--- config.mk ---
export PLATFORM = sky130hd
export DESIGN_NAME = aes_ctrl_8
export DESIGN_NICKNAME = d
export VERILOG_FILES = /design/src/rtl/aes_ctrl_8.sv
export SDC_FILE = /design/constraint.sdc
export NUM_CORES = 1
export LEC_CHECK = 0
export CORE_MARGIN = 4
export CORE_UTILIZATION = 60
export CTS_CLUSTER_SIZE = 20
export DETAILED_ROUTE_END_ITERATION = 10
export DONT_BUFFER_PORTS = 1
export MAX_ROUTING_LAYER = met4
export PLACE_DENSITY_LB_ADDON = 0.15
export SLEW_MARGIN = 10
export SYNTH_ARGS = -nofsm -noshare
export SYNTH_HDL_FRONTEND = slang
export SYNTH_SLANG_ARGS = --single-unit
--- constraint.sdc ---
create_clock -name clk -period 1.7 [get_ports clk]
set_input_delay 0.34 -clock clk [delete_from_list [all_inputs] [get_ports clk]]
set_output_delay 0.34 -clock clk [all_outputs]
set_load 0.1 [all_outputs]
--- src/rtl/aes_ctrl_8.sv ---
// aes_ctrl_8: sequencer for a byte-serial AES-128 datapath.
// Takes 16 plaintext bytes over valid/ready, then steps rounds 1..NR and flags the ciphertext bytes.
module aes_ctrl_8 #(
  parameter int          NR        = 10,
  parameter logic [31:0] C3_LUT    = 32'h0000_0000,
  parameter logic [31:0] MC_LUT    = 32'h0103_0709,
  parameter logic [1:0]  PLD_PHASE = 2'd3
) (
  input  logic       clk,
  input  logic       rst,
  input  logic       start,
  input  logic       in_valid,
  output logic       in_ready,
  output logic       pld,
  output logic [1:0] c3,
  output logic [7:0] mc_en,
  output logic       key_load,
  output logic       rk_step,
  output logic       rk_last,
  output logic [3:0] round,
  output logic [3:0] byte_cnt,
  output logic       out_valid,
  output logic       busy,
  output logic       done,
  output logic       err
);
  localparam logic [1:0] S_IDLE = 2'd0;
  localparam logic [1:0] S_LOAD = 2'd1;
  localparam logic [1:0] S_RUN  = 2'd2;
  localparam logic [1:0] S_FIN  = 2'd3;
  logic [1:0] r_state;
  logic [3:0] r_round;
  logic [3:0] r_cnt;
  logic       r_err;
  logic       w_idle;
  logic       w_load;
  logic       w_run;
  logic       w_last;
  logic       w_mix;
  always_ff @(posedge clk or posedge rst) begin
    if (rst) begin
      r_state <= S_IDLE;
      r_round <= 4'd0;
      r_cnt   <= 4'd0;
      r_err   <= 1'b0;
    end else begin
      r_err <= 1'b0;
      case (r_state)
        S_IDLE: if (start && in_valid) begin
          r_state <= S_LOAD;
          r_cnt   <= 4'd1;
        end
        S_LOAD: if (!in_valid) begin
          r_state <= S_IDLE;
          r_cnt   <= 4'd0;
          r_err   <= 1'b1;
        end else begin
          r_cnt <= r_cnt + 4'd1;
          if (r_cnt == 4'd15) begin
            r_state <= S_RUN;
            r_round <= 4'd1;
          end
        end
        S_RUN: begin
          r_cnt <= r_cnt + 4'd1;
          if (r_cnt == 4'd15) begin
            r_state <= w_last ? S_FIN : S_RUN;
            r_round <= w_last ? 4'd0 : r_round + 4'd1;
          end
        end
        default: r_state <= S_IDLE;
      endcase
    end
  end
  // Everything except the IDLE handshake decodes from registered state.
  always_comb begin
    w_idle    = r_state == S_IDLE;
    w_load    = r_state == S_LOAD;
    w_run     = r_state == S_RUN;
    w_last    = w_run && (r_round == 4'(NR));
    w_mix     = w_run && !w_last;
    in_ready  = w_idle ? start : w_load;
    key_load  = w_idle && start && in_valid;
    busy      = w_load || w_run;
    done      = r_state == S_FIN;
    err       = r_err;
    c3        = done ? 2'd0 : C3_LUT[{r_cnt, 1'b0} +: 2];
    mc_en     = w_mix ? MC_LUT[{r_cnt[1:0], 3'b000} +: 8] : 8'd0;
    pld       = w_mix && (r_cnt[1:0] == PLD_PHASE);
    rk_step   = (w_load || w_mix) && (r_cnt == 4'd15);
    rk_last   = w_last;
    out_valid = w_last;
    round     = r_round;
    byte_cnt  = r_cnt;
  end
endmodule

==> Flow_metrics.wiki, run 1 <==
{| class="wikitable"
! Metric !! Value
|-
| PostCTS Resize Cnt || 20
|-
| Share of synthesized area occupied by flip-flops and latches || 31.52%
|-
| Buffers inserted during post-CTS setup optimization || 5
|-
| Mux share of post-synthesis cell area || 3.725%
|-
| Post-synth ARST share || 100.0%
|-
| Total half-perimeter wirelength after legalization and detailed placement || 2.058 mm
|-
| Combinational family with the most area after synthesis || compound AO/OA/AOI/OAI gates
|-
| Worst setup slack before clock tree synthesis || -0.1312 ns
|-
| Share of synthesized cell area in full adder, half adder and majority cells || 14.33%
|-
| Starting density of the core || 65.48%
|-
| FF+latch count, synth || 11
|-
| Distinct cells, synth || 35
|-
| Placed cells || 130
|-
| Number of clock sinks || 11
|-
| Gp weighted congestion || 0.8134
|-
| Most used flip-flop cell after synthesis || sky130_fd_sc_hd__dfrtp_1
|-
| Syn. warnings || 0
|-
| Maximum clock insertion buffer count || 2
|-
| Synth Area in XOR/XNOR || 0%
|-
| Root buffer cell || sky130_fd_sc_hd__clkbuf_4
|-
| Stop err || [ERROR DPL-0038] Utilization greater than 100%, impossible to legalize
|-
| Gate count after technology mapping || 94
|-
| Halt point of the flow || clock tree synthesis (4_1_cts)
|-
| Synth Area in Compound Gates || 19.63%
|-
| Mean cell area of the mapped netlist || 9.291 um^2
|-
| Post-CTS Hold Buffers || 1
|-
| Deepest level of the CTS H-tree || 1
|-
| Synth Area in Simple Gates || 16.62%
|-
| Die Span Y || 46.15 um
|-
| Post-synthesis instance area || 873.3 um^2
|-
| Horizontal die dimension || 46.15 um
|-
| Buffers added on ports || 0
|-
| Post-synth EDFFs || 0
|-
| Total clock buffers created by CTS || 3
|-
| Number of core rows || 13
|-
| Run status || stopped before the end
|-
| Top-level I/O count || 31
|}
==> per-stage QoR <==
step	setup TNS [ns]	util, %	hold WS, ns	area (um^2)
after detailed placement	-0.4526	91.84	0.2584	1225
after global placement	0	91.84	0.2447	1225
after floorplan	-1.592	-	0.1922	1008
==> Yosys cell counts, drive strengths merged (2+ instances only) <==
cell type	count	share of area, %
nand2	2	0.86
dfrtp	11	32
a311o	2	2.3
and3	6	4.3
o21ai	3	1.7
nand3	3	1.7
a22o	3	3.0
nor2	3	1.3
ha	10	14
mux2	2	2.6
inv	12	5.2
nand2b	3	2.1
a21oi	5	2.9
buf	9	8.2
==> cells by family after synthesis <==
group           Yosys count
buf+inv                  22
flops                    11
simple gates             24
fa+ha+maj                10
other cells               1
compound gates           23
mux                       3
==> run 2, diff against run 1 <==
- CORE_AREA: unset -> 4 4 65 67
- CORE_MARGIN: 4 -> unset
- CORE_UTILIZATION: 60 -> unset
- CTS_CLUSTER_SIZE: 20 -> unset
- DIE_AREA: unset -> 0 0 69 71
- MAX_ROUTING_LAYER: met4 -> unset
==> Flow_metrics.wiki, run 2 <==
{| class="wikitable"
! Metric !! Value
|-
| Commonest non-fill, non-tap cells in the layout || sky130_fd_sc_hd__buf_4, sky130_fd_sc_hd__buf_12, sky130_fd_sc_hd__inv_1
|-
| Finished layout cell area || 0.001498 mm^2
|-
| Final Total Pwr || 1.990 mW
|-
| Post-synth EDFFs || 0
|-
| Final routed DRC violation total || 0
|-
| Synthesis-to-layout area growth || 71.49%
|-
| Violation count after the first detailed-route iteration || 6
|-
| Post-layout min period || 1.873 ns
|-
| Fin. max-slew vios || 0
|-
| Startpoint type of the worst setup path || flip-flop
|-
| Worst EP arrival || 1.53 ns
|-
| Total clock buffers created by CTS || 3
|-
| Clock skew after layout || 0.005156 ns
|-
| Total number of nets in the final design || 146
|-
| Most used flip-flop cell after synthesis || sky130_fd_sc_hd__dfrtp_1
|-
| Share of synthesized area occupied by flip-flops and latches || 31.52%
|-
| Dominant cell by count in the synthesized netlist || sky130_fd_sc_hd__inv_1
|-
| Core occupancy in the finished layout || 41.22%
|-
| Post-synth ARST share || 100.0%
|-
| FF+latch count, synth || 11
|-
| Antenna Nets Post-Route || 0
|-
| Area of the core || 0.003633 mm^2
|-
| Post-synthesis instance area || 873.3 um^2
|-
| Class of the most critical setup path || flip-flop to primary output
|-
| Clock latency at the later pin of the worst-skew pair || 0.24 ns
|-
| Run status || finished, violations left
|-
| PnR worst setup slack || -0.1730 ns
|-
| Antenna violations before repair || 0
|-
| Drt pass-1 iters || 4
|-
| Die Span Y || 71 um
|-
| Total half-perimeter wirelength after legalization and detailed placement || 1.870 mm
|-
| Area after detailed placement || 0.001289 mm^2
|-
| Starting density of the core || 24.04%
|-
| Top-level I/O count || 31
|-
| Global-route wire length before repair || 3.919 mm
|-
| Post-Route Setup TNS || -1.184 ns
|-
| Deepest level of the CTS H-tree || 1
|-
| Syn. warnings || 0
|-
| Max cap viols || 0
|-
| CTS tree || yes
|-
| Number of clock sinks || 11
|-
| Routed length on met3 || 142 um
|-
| Horizontal die dimension || 69 um
|-
| Power Density || 1329 mW/mm^2
|-
| Distinct cells, synth || 35
|-
| Wire length reported by the detailed router || 2.391 mm
|-
| Leading cell type in the layout, fill and taps excluded || sky130_fd_sc_hd__buf_4
|-
| Leading cell types by count after synthesis || sky130_fd_sc_hd__inv_1, sky130_fd_sc_hd__dfrtp_1, sky130_fd_sc_hd__ha_1
|-
| Total routing resource utilization after global routing || 10.03%
|-
| Mean cell area of the mapped netlist || 9.291 um^2
|-
| Die area || 0.004899 mm^2
|-
| Violations in the final reports || hold timing, setup timing
|-
| Class of the most critical hold timing path || input port to async pin
|-
| Gp weighted congestion || 0.8101
|-
| Top sig layer || met4
|-
| Worst hold slack || -0.002752 ns
|-
| Ratio of cells with drive above 1 in the final layout || 55.73%
|-
| Gate count after technology mapping || 94
|-
| Met1 Routed Length || 1.004 mm
|-
| Maximum number of pins on one net before global-route repair || 12
|-
| Cell types with the largest area share after synthesis || sky130_fd_sc_hd__dfrtp_1, sky130_fd_sc_hd__ha_1, sky130_fd_sc_hd__buf_4, sky130_fd_sc_hd__inv_1, sky130_fd_sc_hd__and3_1
|-
| Maximum clock insertion buffer count || 2
|-
| Grt ovf || 0
|-
| Library cell occupying the most area in the post-synthesis netlist || sky130_fd_sc_hd__dfrtp_1
|-
| Final count of hold timing violations || 6
|-
| Via total after detailed routing || 800
|-
| Number of core rows || 22
|-
| Highest Clock Rate || 533.9 MHz
|-
| RSZ-0062 raised after global routing || yes
|-
| Top-area cell type share of the netlist area || 31.52%
|-
| Met2 routed wirelength || 1.215 mm
|-
| Root buffer cell || sky130_fd_sc_hd__clkbuf_8
|-
| Average detailed-routed wire length per instance || 13.36 um
|-
| Final Cycle Share || 110.2%
|-
| Logic depth of the worst register-to-register path || 6
|-
| Worst setup slack before clock tree synthesis || 0.05033 ns
|-
| Clock-pin slew on the worst setup and hold paths || 0.05 ns
|-
| Worst IR Drop VDD || 0.0009655 V
|-
| Detail-routed via count per cell || 4.469
|-
| Critical Path Fanout Max || 2
|-
| Antenna diodes || 0
|-
| Kind of end point of the critical path || primary output
|-
| CP Data Required Time || 1.36 ns
|-
| Buffers added on ports || 0
|-
| Leak pwr || 0.6570 nW
|-
| Setup-failing EPs final || 9
|-
| Via count of the first global-routing pass || 804
|}
run 2: power breakdown:
part           internal (mW)  total, mW  switching [mW]
Clock                  0.165      0.267           0.102
Sequential             0.317      0.362          0.0450
Combinational          0.521       1.36           0.841
Total                   1.00       1.99           0.988
run 2: critical path: stages (launching register included):
cell and delay [ns]:
sky130_fd_sc_hd__dfrtp_4 0.48, sky130_fd_sc_hd__inv_4 0.07, sky130_fd_sc_hd__ha_4 0.13, sky130_fd_sc_hd__nand3b_1 0.10, sky130_fd_sc_hd__and2_4 0.16, sky130_fd_sc_hd__o21a_4 0.20, sky130_fd_sc_hd__buf_12 0.16
run 2: through the flow:
step,instances,hold slack (ns)
global placement,166,0.2753
detailed placement,166,0.2733
global route,179,0.03839
floorplan,99,0.1922
finish,179,-0.002752
CTS,174,0.01398
run 2: final timing paths:
kind	start	end	slack, ns
setup / recovery	round[0]	rk_step	-0.17
hold / removal	rst	r_state[1]	-0.003
setup reg to reg	r_state[0]	byte_cnt[0]	0.07
hold reg to reg	byte_cnt[3]	byte_cnt[3]	0.56
max in group asynchronous	rst	round[0]	1.34
min in group clk	in_valid	err	0.17
run 2: timing repair:
action | CTS | global route
gates resized for setup | 10 | 12
hold buffers | 0 | 0
pin swaps | 3 | 5
setup endpoints to repair | 10 | 11
setup buffers | 5 | 5
run 2: cells by family (layout without fill, tap and decap cells):
kind of cell	count (synthesis)	count (layout)	synth area share [%]
AND/OR/NAND/NOR	24	24	16.62
multiplexers	3	3	3.725
other	1	6	0.4294
adder cells (fa/ha/maj)	10	10	14.33
flip-flops	11	11	31.52
AO/OA/AOI/OAI	23	23	19.63
buffers and inverters	22	54	13.75
run 2: area by class of cell:
| type | count | area (um^2) |
|---|---|---|
| fill | 364 | 2136 |
| sequential | 11 | 295.3 |
| clock buffer | 4 | 45.04 |
| multi-input combinational | 66 | 616.8 |
| timing repair buffer | 38 | 429.2 |
| inverter | 12 | 51.30 |
| tap | 48 | 60.06 |
run 2: layer usage:
metal	up-vias	global-route usage [%]
li1	398	-
met1	380	10.83
met2	18	17.37
met3	4	4.688
met4	0	3.254
met5	-	0
Note: power is estimated with default switching activity, not from simulation.
